`config.mk`:
```
export PLATFORM = sky130hd
export DESIGN_NAME = tile_locator
export DESIGN_NICKNAME = d
export VERILOG_FILES = /design/src/rtl/tile_locator.sv
export SDC_FILE = /design/constraint.sdc
export NUM_CORES = 1
export LEC_CHECK = 0
export ABC_AREA = 1
export CORE_ASPECT_RATIO = 0.5
export CORE_UTILIZATION = 49
export CTS_CLUSTER_SIZE = 25
export DETAILED_ROUTE_END_ITERATION = 10
export PLACE_DENSITY = 0.76
export SLEW_MARGIN = 5
export SYNTH_ARGS = -nofsm -noshare
export SYNTH_HDL_FRONTEND = slang
export SYNTH_SLANG_ARGS = --single-unit
```
`constraint.sdc`:
```
create_clock -name clk -period 1.85 [get_ports clk]
set_clock_uncertainty 0.15 [all_clocks]
set_input_delay 0.37 -clock clk [delete_from_list [all_inputs] [get_ports clk]]
set_output_delay 0.37 -clock clk [all_outputs]
set_load 0.05 [all_outputs]
```
`src/rtl/tile_locator.sv`:
```
// Maps a screen pixel onto a 4x4 tile board using iterative subtraction.
// Optional macro TILE_LOCATOR_GAP_EN turns pixels in each tile's right/bottom border into misses.
module tile_locator #(
  parameter logic [7:0] X0   = 8'd36,
  parameter logic [6:0] Y0   = 7'd4,
  parameter logic [4:0] TILE = 5'd28,
  parameter logic [4:0] GAP  = 5'd2
) (
  input  logic       clk,
  input  logic       reset,
  input  logic [7:0] xIn,
  input  logic [6:0] yIn,
  input  logic       in_valid,
  output logic       in_ready,
  output logic       out_valid,
  input  logic       out_ready,
  output logic       hit,
  output logic [1:0] tile_col,
  output logic [1:0] tile_row,
  output logic [3:0] tile_idx,
  output logic [4:0] x_off,
  output logic [4:0] y_off
);

  // state | meaning
  // IDLE  | waiting for a query, in_ready high
  // CHECK | range test on the latched remainders
  // DIV   | subtract one tile pitch per axis per cycle
  // DONE  | result held until out_ready
  typedef enum logic [1:0] {IDLE, CHECK, DIV, DONE} state_t;

  localparam logic [8:0] TILE9   = {4'd0, TILE};
  localparam logic [8:0] SPAN9   = {2'd0, TILE, 2'd0};
  localparam logic [8:0] GAP_LIM = TILE9 - {4'd0, GAP};

  state_t     state_q, state_d;
  logic [8:0] rem_x_q, rem_x_d, rem_y_q, rem_y_d;
  logic [1:0] cnt_col_q, cnt_col_d, cnt_row_q, cnt_row_d;
  logic       hit_q, hit_d;
  logic [1:0] col_q, col_d, row_q, row_d;
  logic [4:0] x_off_q, x_off_d, y_off_q, y_off_d;
  logic       in_ready_q, in_ready_d, out_valid_q, out_valid_d;
  logic       sub_x, sub_y, out_of_board, gap_miss;

  // Bit 8 of each remainder is the borrow from subtracting the board origin.
  assign sub_x        = rem_x_q >= TILE9;
  assign sub_y        = rem_y_q >= TILE9;
  assign out_of_board = rem_x_q[8] || rem_y_q[8] || (rem_x_q >= SPAN9) || (rem_y_q >= SPAN9);

`ifdef TILE_LOCATOR_GAP_EN
  assign gap_miss = (rem_x_q >= GAP_LIM) || (rem_y_q >= GAP_LIM);
`else
  assign gap_miss = 1'b0 && (GAP_LIM != 9'd0);
`endif

  always_comb begin
    state_d     = state_q;
    rem_x_d     = rem_x_q;
    rem_y_d     = rem_y_q;
    cnt_col_d   = cnt_col_q;
    cnt_row_d   = cnt_row_q;
    hit_d       = hit_q;
    col_d       = col_q;
    row_d       = row_q;
    x_off_d     = x_off_q;
    y_off_d     = y_off_q;
    in_ready_d  = in_ready_q;
    out_valid_d = out_valid_q;
    case (state_q)
      IDLE: begin
        if (in_valid) begin
          rem_x_d    = {1'b0, xIn} - {1'b0, X0};
          rem_y_d    = {2'b0, yIn} - {2'b0, Y0};
          cnt_col_d  = 2'd0;
          cnt_row_d  = 2'd0;
          in_ready_d = 1'b0;
          state_d    = CHECK;
        end
      end
      CHECK: begin
        if (out_of_board) begin
          hit_d       = 1'b0;
          col_d       = 2'd0;
          row_d       = 2'd0;
          x_off_d     = 5'd0;
          y_off_d     = 5'd0;
          out_valid_d = 1'b1;
          state_d     = DONE;
        end else begin
          state_d = DIV;
        end
      end
      DIV: begin
        if (sub_x) begin
          rem_x_d   = rem_x_q - TILE9;
          cnt_col_d = cnt_col_q + 2'd1;
        end
        if (sub_y) begin
          rem_y_d   = rem_y_q - TILE9;
          cnt_row_d = cnt_row_q + 2'd1;
        end
        if (!sub_x && !sub_y) begin
          out_valid_d = 1'b1;
          state_d     = DONE;
          if (gap_miss) begin
            hit_d   = 1'b0;
            col_d   = 2'd0;
            row_d   = 2'd0;
            x_off_d = 5'd0;
            y_off_d = 5'd0;
          end else begin
            hit_d   = 1'b1;
            col_d   = cnt_col_q;
            row_d   = cnt_row_q;
            x_off_d = rem_x_q[4:0];
            y_off_d = rem_y_q[4:0];
          end
        end
      end
      DONE: begin
        if (out_ready) begin
          out_valid_d = 1'b0;
          in_ready_d  = 1'b1;
          state_d     = IDLE;
        end
      end
      default: state_d = IDLE;
    endcase
  end

  always_ff @(posedge clk) begin
    if (reset) begin
      state_q     <= IDLE;
      rem_x_q     <= 9'd0;
      rem_y_q     <= 9'd0;
      cnt_col_q   <= 2'd0;
      cnt_row_q   <= 2'd0;
      hit_q       <= 1'b0;
      col_q       <= 2'd0;
      row_q       <= 2'd0;
      x_off_q     <= 5'd0;
      y_off_q     <= 5'd0;
      in_ready_q  <= 1'b1;
      out_valid_q <= 1'b0;
    end else begin
      state_q     <= state_d;
      rem_x_q     <= rem_x_d;
      rem_y_q     <= rem_y_d;
      cnt_col_q   <= cnt_col_d;
      cnt_row_q   <= cnt_row_d;
      hit_q       <= hit_d;
      col_q       <= col_d;
      row_q       <= row_d;
      x_off_q     <= x_off_d;
      y_off_q     <= y_off_d;
      in_ready_q  <= in_ready_d;
      out_valid_q <= out_valid_d;
    end
  end

  assign in_ready  = in_ready_q;
  assign out_valid = out_valid_q;
  assign hit       = hit_q;
  assign tile_col  = col_q;
  assign tile_row  = row_q;
  assign tile_idx  = {row_q, col_q};
  assign x_off     = x_off_q;
  assign y_off     = y_off_q;

endmodule

```
---- Yosys cells after proc, flatten, opt, wreduce, memory -nomap -nowiden ----
Cells that the tools add are included.
storage, ports and cells
  register bits after elaboration ......... 41
  input port bits ......................... 19
  output and inout bits ................... 21
  logic and storage cells ................. 83
cells by class
  add/subtract/negate cells ............... 6
  magnitude comparators ................... 4
  eq/ne operators ......................... 9
  multiplexer cells ....................... 35
  reductions and logical operators ........ 17
operator list
  kind                                                                    number
  9-bit two-way mux                                                       4
  9-bit one-hot mux with 2 select lines                                   2
  5-bit one-hot mux with 2 select lines                                   2
  9-bit by 5-bit >= comparator with 1-bit output (second input constant)  2
  9-bit by 7-bit >= comparator with 1-bit output (second input constant)  2
  2-bit two-way mux                                                       9
  9-bit by 5-bit subtractor with 9-bit output (second input constant)     2
  2-bit one-hot mux with 2 select lines                                   4
  5-bit two-way mux                                                       3
  3-bit AND reduction                                                     5
  2-bit != test (second input constant)                                   6
  8-bit by 6-bit subtractor with 9-bit output (second input constant)     1
  2-bit one-hot mux with 4 select lines                                   1
  7-bit by 3-bit subtractor with 8-bit output (second input constant)     1
  1-bit two-way mux                                                       7
  2-bit nonzero test                                                      3
  2-bit by 1-bit adder with 2-bit output (second input constant)          2
  2-bit equality test (second input constant)                             2
  1-bit one-hot mux with 2 select lines                                   2
  4-bit AND reduction                                                     1
  1-bit logical OR                                                        3
  1-bit one-hot mux with 3 select lines                                   1
  3-bit nonzero test                                                      1
  2-bit by 1-bit equality test with 1-bit output (second input constant)  1
  3 further kinds                                                         4

---- Logic depth before layout (Yosys ltp) ----
Gate-level depths: netlist of run 1.
  depth after elaboration ................. 5
  depth in mapped cells ................... 12
  mapped depth without buffers ............ 12

---- Worst setup path after synthesis of run 1 ----
No wires, ideal clock.
  path type ............................... register to register
  start point ............................. reg state_q[0]
  end point ............................... reg rem_y_q[2]
  library setup time ...................... 0.119 ns
  data arrival time ....................... 1.494 ns
  data required time ...................... 1.581 ns
  setup slack ............................. 0.087 ns
  stages on the path, launching flop included .. 11
  buffers on the path ..................... 2
  period minus slack after synthesis ...... 1.763 ns
  cell sequence ........................... dfxtp_1 -> inv_1 -> ha_1 -> buf_4 -> inv_2 -> a21oi_2 -> nand2_1 -> nand2_1 -> buf_4 -> o21ai_0 -> a21oi_1
on the way
  cells in the longest elaborated chain, start to end .. 3
  elaborated cells on any way between the ends .. 7
  classes of those cells .................. 3 x eq/ne; 1 x mux; 3 x reduce/logical
ends and longest elaborated chain
  what                                                                         RTL line  source
  start: declaration                                                           36        state_t state_q, state_d;
  start signal: assignment                                                     146       state_q <= state_d;
  2-bit equality test / 2-bit zero test (equally long branches)                69        case (state_q)
  2-bit != test (no source line) / 2-bit nonzero test (equally long branches)  -
  3-bit AND reduction (no source line)                                         -
  end signal: assignment                                                       148       rem_y_q <= rem_y_d;
  end: declaration                                                             37        logic [8:0] rem_x_q, rem_x_d, rem_y_q, rem_y_d;
Parallel ways exist; a longest one is shown, timed or not.
A chain may end at the register's enable or synchronous reset.

---- Final worst setup path of run 1 ----
  start point ............................. reg state_q[1]
  end point ............................... reg x_off_q[1], in the netlist x_off[1]
on the way
  cells in the longest elaborated chain, start to end .. 3
  elaborated cells on any way between the ends .. 7
  classes of those cells .................. 4 x eq/ne; 1 x mux; 2 x reduce/logical
ends and longest elaborated chain
  what                                                                                          RTL line  source
  2-bit by 1-bit equality test with 1-bit output / 2-bit equality test (equally long branches)  69
  2-bit != test (no source line) / 2-bit nonzero test (equally long branches)                   -
  3-bit AND reduction (no source line)                                                          -
  end signal: assignment                                                                        154       x_off_q <= x_off_d;
  end: declaration                                                                              41        logic [4:0] x_off_q, x_off_d, y_off_q, y_off_d;
Parallel ways exist; a longest one is shown, timed or not.

==> results of run 1 <==
-- area by class of cell --
type                    instances  share of cell area (%)
well taps                      66                    2.50
repair buffers                 71                    18.7
multi-input cells             268                    44.3
inverters                      51                    5.80
clock inverters                 3                    1.40
flip-flops and latches         41                    25.2
clock buffers                   5                    2.08
-- sequential cells by signal, summed over array words and instances, names as in the netlist --
register / flops
cnt_col_q: 2
cnt_row_q: 2
hit: 1
in_ready: 1
out_valid: 1
rem_x_q: 9
rem_y_q: 9
state_q: 2
tile_col: 2
tile_row: 2
x_off: 5
y_off: 5
-- critical path: cells and delay by family (launching register included) --
kind	cells	cell delay [ns]
AOI/OAI and AO/OA	2	0.24
adders and majority gates	1	0.21
buffers and inverters	4	0.55
DFF	1	0.37
and+or+nand+nor	2	0.21
-- routing by layer --
metal	vias to the layer above	global-route usage (%)	routed length, um
li1	1324	-	-
met1	1161	34.0	3140
met2	71	37.0	2650
met3	10	4.93	328
met4	0	7.28	77
met5	-	0	0
-- cells by family (layout without fill, tap and decap cells) --
group | Yosys count | in the layout | synth area share [%]
AOI/OAI and AO/OA | 69 | 69 | 15.7
DFF | 41 | 41 | 32.7
and+or+nand+nor | 185 | 186 | 32.8
buffers and inverters | 70 | 130 | 12.7
xor gates and xnor gates | 2 | 2 | 0.697
adders and majority gates | 11 | 11 | 5.48
-- power breakdown --
part           switching, mW  internal [mW]  total (mW)
logic                   1.93           1.25        3.18
registers              0.239           1.14        1.38
clock network          0.337          0.404       0.741
total                   2.50           2.80        5.30
-- worst paths after layout --
path | from | endpoint | slack (ns) | cells after the start
worst min register to register | x_off[0] | x_off[0] | 0.32 | 2
worst max register to register | state_q[1] | x_off[1] | 0.08 | 9
worst max-delay path | state_q[1] | x_off[1] | 0.08 | 9
worst min-delay path | x_off[0] | x_off[0] | 0.32 | 2
-- stage by stage --
| stage | cells | power [mW] |
|---|---|---|
| floorplan | 378 | 3.35 |
| global placement | 492 | 4.11 |
| detailed placement | 492 | 4.19 |
| CTS | 500 | 4.95 |
| global route | 505 | 5.74 |
| finish | 505 | 5.30 |
-- what timing repair did --
item / CTS / global route
gates resized for setup: 0 / 39
buffers inserted: 0 / 3
endpoints found under the setup margin: 0 / 36
-- layout by cell type, fill, tap and decap left out, drive strengths merged --
master         netlist  routed
clkdlybuf4s50        0      18
nand2               87      88
bufinv               0       1
clkinvlp             0       1
o31ai                1       1
nor3                 4       4
o211ai               1       1
clkinv               0       1
inv                 51      51
o21ai               28      28
or2                  3       3
nand4                3       3
xor2                 2       2
nor2                43      43
clkbuf               7       5
o21bai               1       1
nand3               45      45
dfxtp               41      41
ha                  11      11
a21oi               38      38
buf                 12      53
==> impl_metrics.py, run 1 <==
metrics = {
    "floorplan": {
        "core_area_sq_um": 4660,
        "dieArea_sq_um": 5440,
        "start_util_pct": 53.9,
        "rows": 17,
        "fp.dieH_um": 52.6,
        "die_w_um": 103,
        "ios": 40,
    },
    "final_layout": {
        "fillers": 396,
        "antenna_cells": 0,
        "nets": 468,
        "design_area_sq_um": 3300,
        "register_area_sq_um": 832,
        "area_delta_synth_final_pct": 31.4,
        "drive_above_1_share_pct": 26.9,
        "final_util_pct": 70.9,
        "multi_input_area_sq_um": 1460,
    },
    "timing": {
        "slew_headroom_pct": 80.1,
        "fin_crit_sh_pct": 95.7,
        "slew_violations": 0,
        "timing.hold.ws_ns": 0.318,
        "fin_ws_ns": 0.0789,
        "max_freq_mhz": 565,
        "hold_viol": 0,
        "worstMarginPinSlew_ns": 0.297,
        "setup_violations": 0,
        "fin_tns_setup_ns": 0,
        "period_needed_ns": 1.77,
    },
    "critical_path": {
        "critPathCaptureType": "register",
        "crit_path_start_kind": "register",
        "worstPathArrival_ns": 1.86,
        "crit_fanout": 15,
        "critical_path_class": "register to register",
        "cpPeakStageDelay_ns": 0.37,
        "cp.required_ns": 1.93,
        "cp_slowest_cell": "dfxtp_1",
        "cp_cell_sequence": "inv_1, buf_4, ha_1, nand3_2, o21ai_1, inv_2, buf_12, nand3_1, a21oi_2",
    },
    "clocking": {
        "cts.sinks": 41,
        "cts_tree": "built",
        "clockRootBuffer": "clkbuf_8",
        "clockBufferDepth": 2,
        "clock_latency_ns": 0.29,
        "numCtsBuffers": 5,
        "cts_hold_buf": 0,
        "clk_transition_reported_paths_ns": 0.09,
        "cts_max_level": 2,
    },
    "global_routing": {
        "antenna_found_initial": 0,
        "first_global_vias": 2218,
        "grtUsageTotal_pct": 24.1,
        "grt_overflow": 0,
        "grt_pass1_wl_um": 9910,
        "grt_start_max_net_pins": 26,
    },
    "synth": {
        "synth_area_leaders": "dfxtp_1, nand2_1, nand3_1, inv_1, nor2_1",
        "synth_fp_nets": 408,
        "ys_top_cells_by_count": "nand2_1, inv_1, nand3_1",
        "yosysTopAreaCell": "dfxtp_1",
        "synth.distinct_cells": 27,
        "synth_area_per_cell_sq_um": 6.65,
        "synth_most_common_cell": "nand2_1",
        "synth_edf_count": 0,
        "ys_warn_count": 0,
        "ys_seq_area_share_pct": 32.7,
        "synth-async-reset-ratio_pct": 0,
        "postSynthRegisterBits": 41,
        "synth-main-ff-cell": "dfxtp_1",
        "syn-cell-area_sq_um": 2510,
        "synthCells": 378,
        "synth_top_area_share_pct": 32.7,
    },
    "routing": {
        "drc": 0,
        "wl_um": 6200,
        "postRouteAntennaNets": 0,
        "firstDrtPassIters": 4,
        "drt_iter0_drc": 96,
        "via_per_inst": 5.08,
        "post_drt_wl_per_cell_um": 12.3,
        "vias": 2566,
    },
    "place": {
        "gp_congestion": 0.853,
        "place_ws_ns": -0.109,
        "place_hpwl_um": 4490,
        "dpl_cell_area_sq_um": 3040,
        "io_buffer_count": 39,
    },
    "power": {
        "leakagePower_nw": 1.56,
        "powerDensity_nw_per_um2": 1610,
        "irDropWorstVdd_v": 0.000785,
    },
    "run_status": {
        "status": "finished clean",
    },
    "hold_path": {
        "hold_path.class": "register to register",
    },
    "flow_run": {
        "maxCapViolations": 0,
    },
}
(Power assumes the default switching activity.)
==> run 2: changes to the inputs <==
--- a/config.mk
+++ b/config.mk
@@ -8,6 +8,7 @@
 export ABC_AREA = 1
 export CORE_ASPECT_RATIO = 0.5
 export CORE_UTILIZATION = 49
+export CTS_BUF_LIST = sky130_fd_sc_hd__clkbuf_16
 export CTS_CLUSTER_SIZE = 25
 export DETAILED_ROUTE_END_ITERATION = 10
 export PLACE_DENSITY = 0.76
==> impl_metrics.py, run 2 (same netlist as run 1, synthesis figures left out) <==
metrics = {
    "global_routing": {
        "grt_overflow": 0,
        "grt_start_max_net_pins": 26,
        "grt.busiest_layer": "met2",
        "grtUsageTotal_pct": 24.9,
        "grt_use_met3_pct": 4.93,
        "first_global_vias": 2234,
        "antenna_found_initial": 0,
        "gr-usage-met2_pct": 39.3,
        "use_met1_pct": 34.0,
        "grt_pass1_wl_um": 10100,
    },
    "final_layout": {
        "most-common-layout-cells": "nand2_1, inv_1, buf_4",
        "antenna_cells": 0,
        "nets": 465,
        "area_delta_synth_final_pct": 31.3,
        "multi_input_area_sq_um": 1430,
        "fillers": 392,
        "register_area_sq_um": 825,
        "mostFrequentLayoutCell": "nand2_1",
        "reg_top3": "rem_x_q: 9 flops, rem_y_q: 9 flops",
        "drive_above_1_share_pct": 24.5,
        "instances_no_fill": 502,
    },
    "hold_path": {
        "min_path_cells": 2,
        "hold_path.class": "register to register",
        "holdCritStartpoint": "x_off[0]",
        "holdPathEnd": "x_off[0]",
    },
    "timing": {
        "max_freq_mhz": 566,
        "worstMarginPinSlew_ns": 0.296,
        "hold_viol": 0,
        "fin_tns_setup_ns": 0,
        "fin_crit_sh_pct": 95.6,
        "timing.hold.ws_ns": 0.315,
        "period_needed_ns": 1.77,
        "slew_violations": 0,
        "rsz0062_at_grt": "true",
        "slew_headroom_pct": 80.1,
        "setup_violations": 0,
        "fin_ws_ns": 0.0818,
    },
    "critical_path": {
        "r2r_cells": 11,
        "worstPathArrival_ns": 1.84,
        "cp_top_family": "simple AND/OR/NAND/NOR gates",
        "cp_cell_sequence": "ha_2, nand2_2, inv_1, nand2_1, nor2_1, nor2_1, nand2_1, nand2_4, buf_4, nand3_1, a21oi_2",
        "critical_path_class": "register to register",
        "critPathCaptureType": "register",
        "cp_slowest_cell": "dfxtp_2",
        "cp.required_ns": 1.92,
        "crit_fanout": 5,
        "worstSetupPathDepth": 11,
        "r2r-end": "x_off[1]",
        "cpPeakStageDelay_ns": 0.32,
        "crit_path_start_kind": "register",
        "critPathBufInv": 2,
        "reg2reg_from": "rem_x_q[2]",
        "r2r_setup_slack_ns": 0.08,
    },
    "place": {
        "dp_cells": 492,
        "place_hpwl_um": 4490,
        "io_buffer_count": 39,
        "gp_congestion": 0.853,
        "place_ws_ns": -0.109,
    },
    "power": {
        "pwr-share-seq_pct": 24.9,
        "p_int_mw": 3.00,
        "sw_frac_of_total_pct": 45.5,
        "powerDensity_nw_per_um2": 1670,
        "power_mw": 5.50,
        "clkPwrFrac_pct": 18.4,
        "switchingPower_mw": 2.50,
        "p_comb_share_pct": 56.7,
        "irDropWorstVdd_v": 0.000802,
        "leakagePower_nw": 1.56,
    },
    "clocking": {
        "clk_transition_reported_paths_ns": 0.06,
        "clock_latency_ns": 0.28,
        "clockRootBuffer": "clkbuf_16",
        "clockBufferDepth": 2,
        "cts_tree": "built",
        "numCtsBuffers": 5,
        "cts_max_level": 2,
        "cts.sinks": 41,
    },
    "floorplan": {
        "rows": 17,
        "fp.dieH_um": 52.6,
        "die_w_um": 103,
        "ios": 40,
        "core_area_sq_um": 4660,
        "dieArea_sq_um": 5440,
        "start_util_pct": 53.9,
    },
    "routing": {
        "via_per_inst": 5.06,
        "vias": 2542,
        "drc": 0,
        "wl_um": 6340,
        "post_drt_wl_per_cell_um": 12.6,
        "firstDrtPassIters": 5,
        "postRouteAntennaNets": 0,
        "drt_iter0_drc": 120,
    },
    "flow_run": {
        "maxCapViolations": 0,
    },
    "run_status": {
        "status": "finished clean",
    },
}
-- run 2: final cells by class --
type	instances	area share (%)
well taps	66	2.50
multi-input cells	267	43.3
flip-flops and latches	41	25.0
repair buffers	69	18.2
clock buffers	5	3.79
inverters	51	5.80
clock inverters	3	1.40
-- run 2: worst register-to-register path, cell delays in order (launching register included) --
cell	delay, ns
dfxtp_2	0.32
ha_2	0.19
nand2_2	0.07
inv_1	0.06
nand2_1	0.05
nor2_1	0.04
nor2_1	0.14
nand2_1	0.13
nand2_4	0.15
buf_4	0.15
nand3_1	0.09
a21oi_2	0.15
-- run 2: metrics by stage --
step	area [sq um]	util, %
after floorplan	2510	-
after global placement	3040	65.3
after detailed placement	3040	65.3
after CTS	3210	68.9
after global routing	3300	70.8
final	3300	70.8
-- run 2: how the worst max path moves through the flow --
stage | startpoint | to | slack (ns)
final | rem_x_q[2] | x_off[1] | 0.08
after global routing | rem_x_q[2] | x_off[1] | -0.04
after CTS | rem_x_q[2] | rem_x_q[7] | 0.01
after detailed placement | xIn[2] | rem_x_q[6] | -0.11
after global placement | xIn[2] | rem_x_q[6] | -0.03
after floorplan | state_q[0] | rem_y_q[2] | 0.09
-- run 2: timing repair --
action                     CTS  global route
gates resized for setup      0            26
hold buffers                 0             0
setup endpoints to repair    0            35
buffers inserted             0             2
-- run 2: power groups by stage --
stage | Clock [mW] | Combinational (mW) | Sequential (mW)
after detailed placement | 0 | 2.84 | 1.35
after floorplan | 0 | 1.85 | 1.50
final | 1.01 | 3.12 | 1.37
after CTS | 1.01 | 2.88 | 1.34
after global placement | 0 | 2.77 | 1.34
after global routing | 1.05 | 3.47 | 1.40
-- run 2: per-layer routing --
metal	share of wire, %	vias up
met4	0.87	0
li1	-	1314
met1	49	1140
met5	0	-
met3	5.7	7
met2	44	81
==> run 3: changes to the inputs <==
--- a/config.mk
+++ b/config.mk
@@ -5,13 +5,14 @@
 export SDC_FILE = /design/constraint.sdc
 export NUM_CORES = 1
 export LEC_CHECK = 0
-export ABC_AREA = 1
+export CELL_PAD_IN_SITES_DETAIL_PLACEMENT = 0
+export CELL_PAD_IN_SITES_GLOBAL_PLACEMENT = 1
 export CORE_ASPECT_RATIO = 0.5
-export CORE_UTILIZATION = 49
+export CORE_UTILIZATION = 39
 export CTS_BUF_LIST = sky130_fd_sc_hd__clkbuf_16
 export CTS_CLUSTER_SIZE = 25
 export DETAILED_ROUTE_END_ITERATION = 10
-export PLACE_DENSITY = 0.76
+export PLACE_DENSITY = 0.78
 export SLEW_MARGIN = 5
 export SYNTH_ARGS = -nofsm -noshare
 export SYNTH_HDL_FRONTEND = slang
==> constraint.sdc (replaced) <==
create_clock -name clk -period 2 [get_ports clk]
set_clock_uncertainty 0.15 [all_clocks]
set_input_delay 0.4 -clock clk [delete_from_list [all_inputs] [get_ports clk]]
set_output_delay 0.4 -clock clk [all_outputs]
set_load 0.05 [all_outputs]
==> impl_metrics.py, run 3 <==
metrics = {
    "clocking": {
        "clock_latency_ns": 0.29,
        "cts.sinks": 41,
        "clockBufferDepth": 2,
        "clk_transition_reported_paths_ns": 0.06,
        "cts_max_level": 2,
        "numCtsBuffers": 5,
        "cts_tree": "built",
        "cts_hold_buf": 0,
        "clockRootBuffer": "clkbuf_16",
    },
    "timing": {
        "slew_headroom_pct": 66.0,
        "fin_crit_sh_pct": 104,
        "hold_viol": 0,
        "slew_violations": 0,
        "fin_ws_ns": -0.0867,
        "worstMarginPinSlew_ns": 0.507,
        "max_freq_mhz": 479,
        "setup_violations": 19,
        "rsz0062_at_grt": "true",
        "period_needed_ns": 2.09,
        "fin_tns_setup_ns": -1.01,
    },
    "floorplan": {
        "die_w_um": 112,
        "fp.dieH_um": 56.9,
        "ios": 40,
        "rows": 19,
        "core_area_sq_um": 5630,
        "start_util_pct": 41.7,
        "dieArea_sq_um": 6350,
    },
    "synth": {
        "synth_area_per_cell_sq_um": 8.09,
        "synth_top_area_share_pct": 35.0,
        "synth-async-reset-ratio_pct": 0,
        "synth_area_leaders": "dfxtp_1, o21ai_0, ha_1, a21oi_1, nand3_1",
        "ys_warn_count": 0,
        "ys_top_cells_by_count": "dfxtp_1, o21ai_0, a21oi_1, nand2_1, nand3_1",
        "synth_edf_count": 0,
        "syn-cell-area_sq_um": 2350,
        "ys_seq_area_share_pct": 35.0,
        "yosysTopAreaCell": "dfxtp_1",
        "synth.distinct_cells": 53,
        "synth_fp_nets": 320,
        "postSynthRegisterBits": 41,
        "synthCells": 290,
        "synth_most_common_cell": "dfxtp_1",
        "synth-main-ff-cell": "dfxtp_1",
    },
    "routing": {
        "postRouteAntennaNets": 0,
        "met1_length_um": 3420,
        "firstDrtPassIters": 7,
        "vias": 2454,
        "drc": 3,
        "top_layer_used": "met4",
        "wl_met3_um": 387,
        "wl_um": 6850,
        "routed-wl-met2_um": 2970,
        "via_per_inst": 5.50,
        "post_drt_wl_per_cell_um": 15.3,
        "drt_iter0_drc": 133,
    },
    "final_layout": {
        "reg_top3": "rem_x_q: 9 flops, rem_y_q: 9 flops",
        "instances_no_fill": 446,
        "multi_input_area_sq_um": 1510,
        "mostFrequentLayoutCell": "buf_4",
        "fillers": 483,
        "drive_above_1_share_pct": 32.4,
        "antenna_cells": 0,
        "area_delta_synth_final_pct": 49.4,
        "most-common-layout-cells": "buf_4, dfxtp_1, nand2_1, o21ai_0, a21oi_1",
        "nets": 402,
        "register_area_sq_um": 823,
    },
    "hold_path": {
        "min_path_cells": 2,
        "hold_path.class": "register to register",
    },
    "critical_path": {
        "cp_top_family": "simple AND/OR/NAND/NOR gates",
        "critPathBufInv": 3,
        "worstSetupPathDepth": 9,
        "cp_cell_sequence": "ha_4, and4bb_2, nor4b_4, buf_4, buf_6, nand3_4, clkbuf_16, nand3_1, o21ai_0",
        "r2r_cells": 9,
        "cp.required_ns": 2.03,
        "crit_path_start_kind": "register",
        "cp_slowest_cell": "dfxtp_2",
        "worstPathArrival_ns": 2.11,
        "cpPeakStageDelay_ns": 0.33,
        "critical_path_class": "register to register",
        "critPathCaptureType": "register",
        "crit_fanout": 14,
    },
    "power": {
        "power_mw": 4.72,
        "powerDensity_nw_per_um2": 1350,
        "leakagePower_nw": 1.45,
        "irDropWorstVdd_v": 0.000727,
    },
    "place": {
        "io_buffer_count": 39,
        "place_hpwl_um": 4920,
        "gp_congestion": 0.902,
        "dp_cells": 433,
    },
    "global_routing": {
        "grt_pass1_wl_um": 10700,
        "grt_start_max_net_pins": 30,
        "grtUsageTotal_pct": 21.5,
        "first_global_vias": 2273,
        "grt_overflow": 0,
        "antenna_found_initial": 0,
    },
    "run_status": {
        "status": "finished with violations",
        "violations": "DRC, setup timing",
    },
    "flow_run": {
        "maxCapViolations": 0,
    },
}
[run 3: cell count changes after synthesis, sizes merged, moves of 4 or more]
cell | before | now
a21oi | 38 | 24
o22ai | 0 | 4
nand2b | 0 | 5
clkbuf | 7 | 16
inv | 51 | 15
nor2 | 43 | 18
a31oi | 0 | 4
nand2 | 87 | 24
mux2i | 0 | 6
o31ai | 1 | 6
nand3 | 45 | 21
a22oi | 0 | 5
buf | 12 | 6
[run 3: cells by family after synthesis]
family	count (synthesis)	synth area share, %
buffers and inverters	37	7.20
multiplexers	6	2.56
XOR/XNOR	6	2.24
flip-flops	41	35.0
adder cells (fa/ha/maj)	11	5.86
AO/OA/AOI/OAI	92	24.6
AND/OR/NAND/NOR	97	22.6
[run 3: layout make-up]
type,count,area share (%)
multi-input cells,212,43.0
clock buffers,5,3.57
inverters,15,1.61
flip-flops and latches,41,23.5
repair buffers,97,23.7
well taps,73,2.61
clock inverters,3,1.96
[run 3: metrics by stage]
step | hold WS, ns | instance area (sq um) | setup slack, ns | utilization, %
after floorplan | 0.291 | 2370 | -0.123 | -
after global placement | 0.306 | 3080 | -0.212 | 54.6
after detailed placement | 0.312 | 3080 | -0.247 | 54.6
after CTS | 0.325 | 3300 | -0.0195 | 58.6
after global routing | 0.339 | 3510 | -0.162 | 62.2
final | 0.312 | 3510 | -0.0867 | 62.2
[run 3: layer usage]
metal | up-vias | GRT usage [%]
met5 | - | 0
met4 | 0 | 7.34
met3 | 7 | 5.40
met2 | 73 | 33.7
met1 | 1153 | 28.9
li1 | 1221 | -
[run 3: repair_timing]
item / in CTS / in global routing
gates resized for setup: 6 / 36
pin swaps: 6 / 6
endpoints found under the setup margin: 12 / 26
gates cloned: 0 / 2
buffers inserted: 0 / 3
[run 3: worst paths after layout]
kind | start | to | slack, ns
max | rem_y_q[3] | y_off[1] | -0.09
min | x_off[4] | x_off[4] | 0.31
max reg2reg | rem_y_q[3] | y_off[1] | -0.09
min reg2reg | x_off[4] | x_off[4] | 0.31
[run 3: where the power goes]
| group | switching [mW] | internal (mW) |
|---|---|---|
| clock network | 0.355 | 0.720 |
| registers | 0.138 | 0.975 |
| logic | 1.34 | 1.19 |
[run 3: worst register-to-register path: stages (launching register included)]
cell and delay (ns):
dfxtp_2 0.33, ha_4 0.15, and4bb_2 0.27, nor4b_4 0.31, buf_4 0.18, buf_6 0.12
nand3_4 0.12, clkbuf_16 0.20, nand3_1 0.08, o21ai_0 0.07
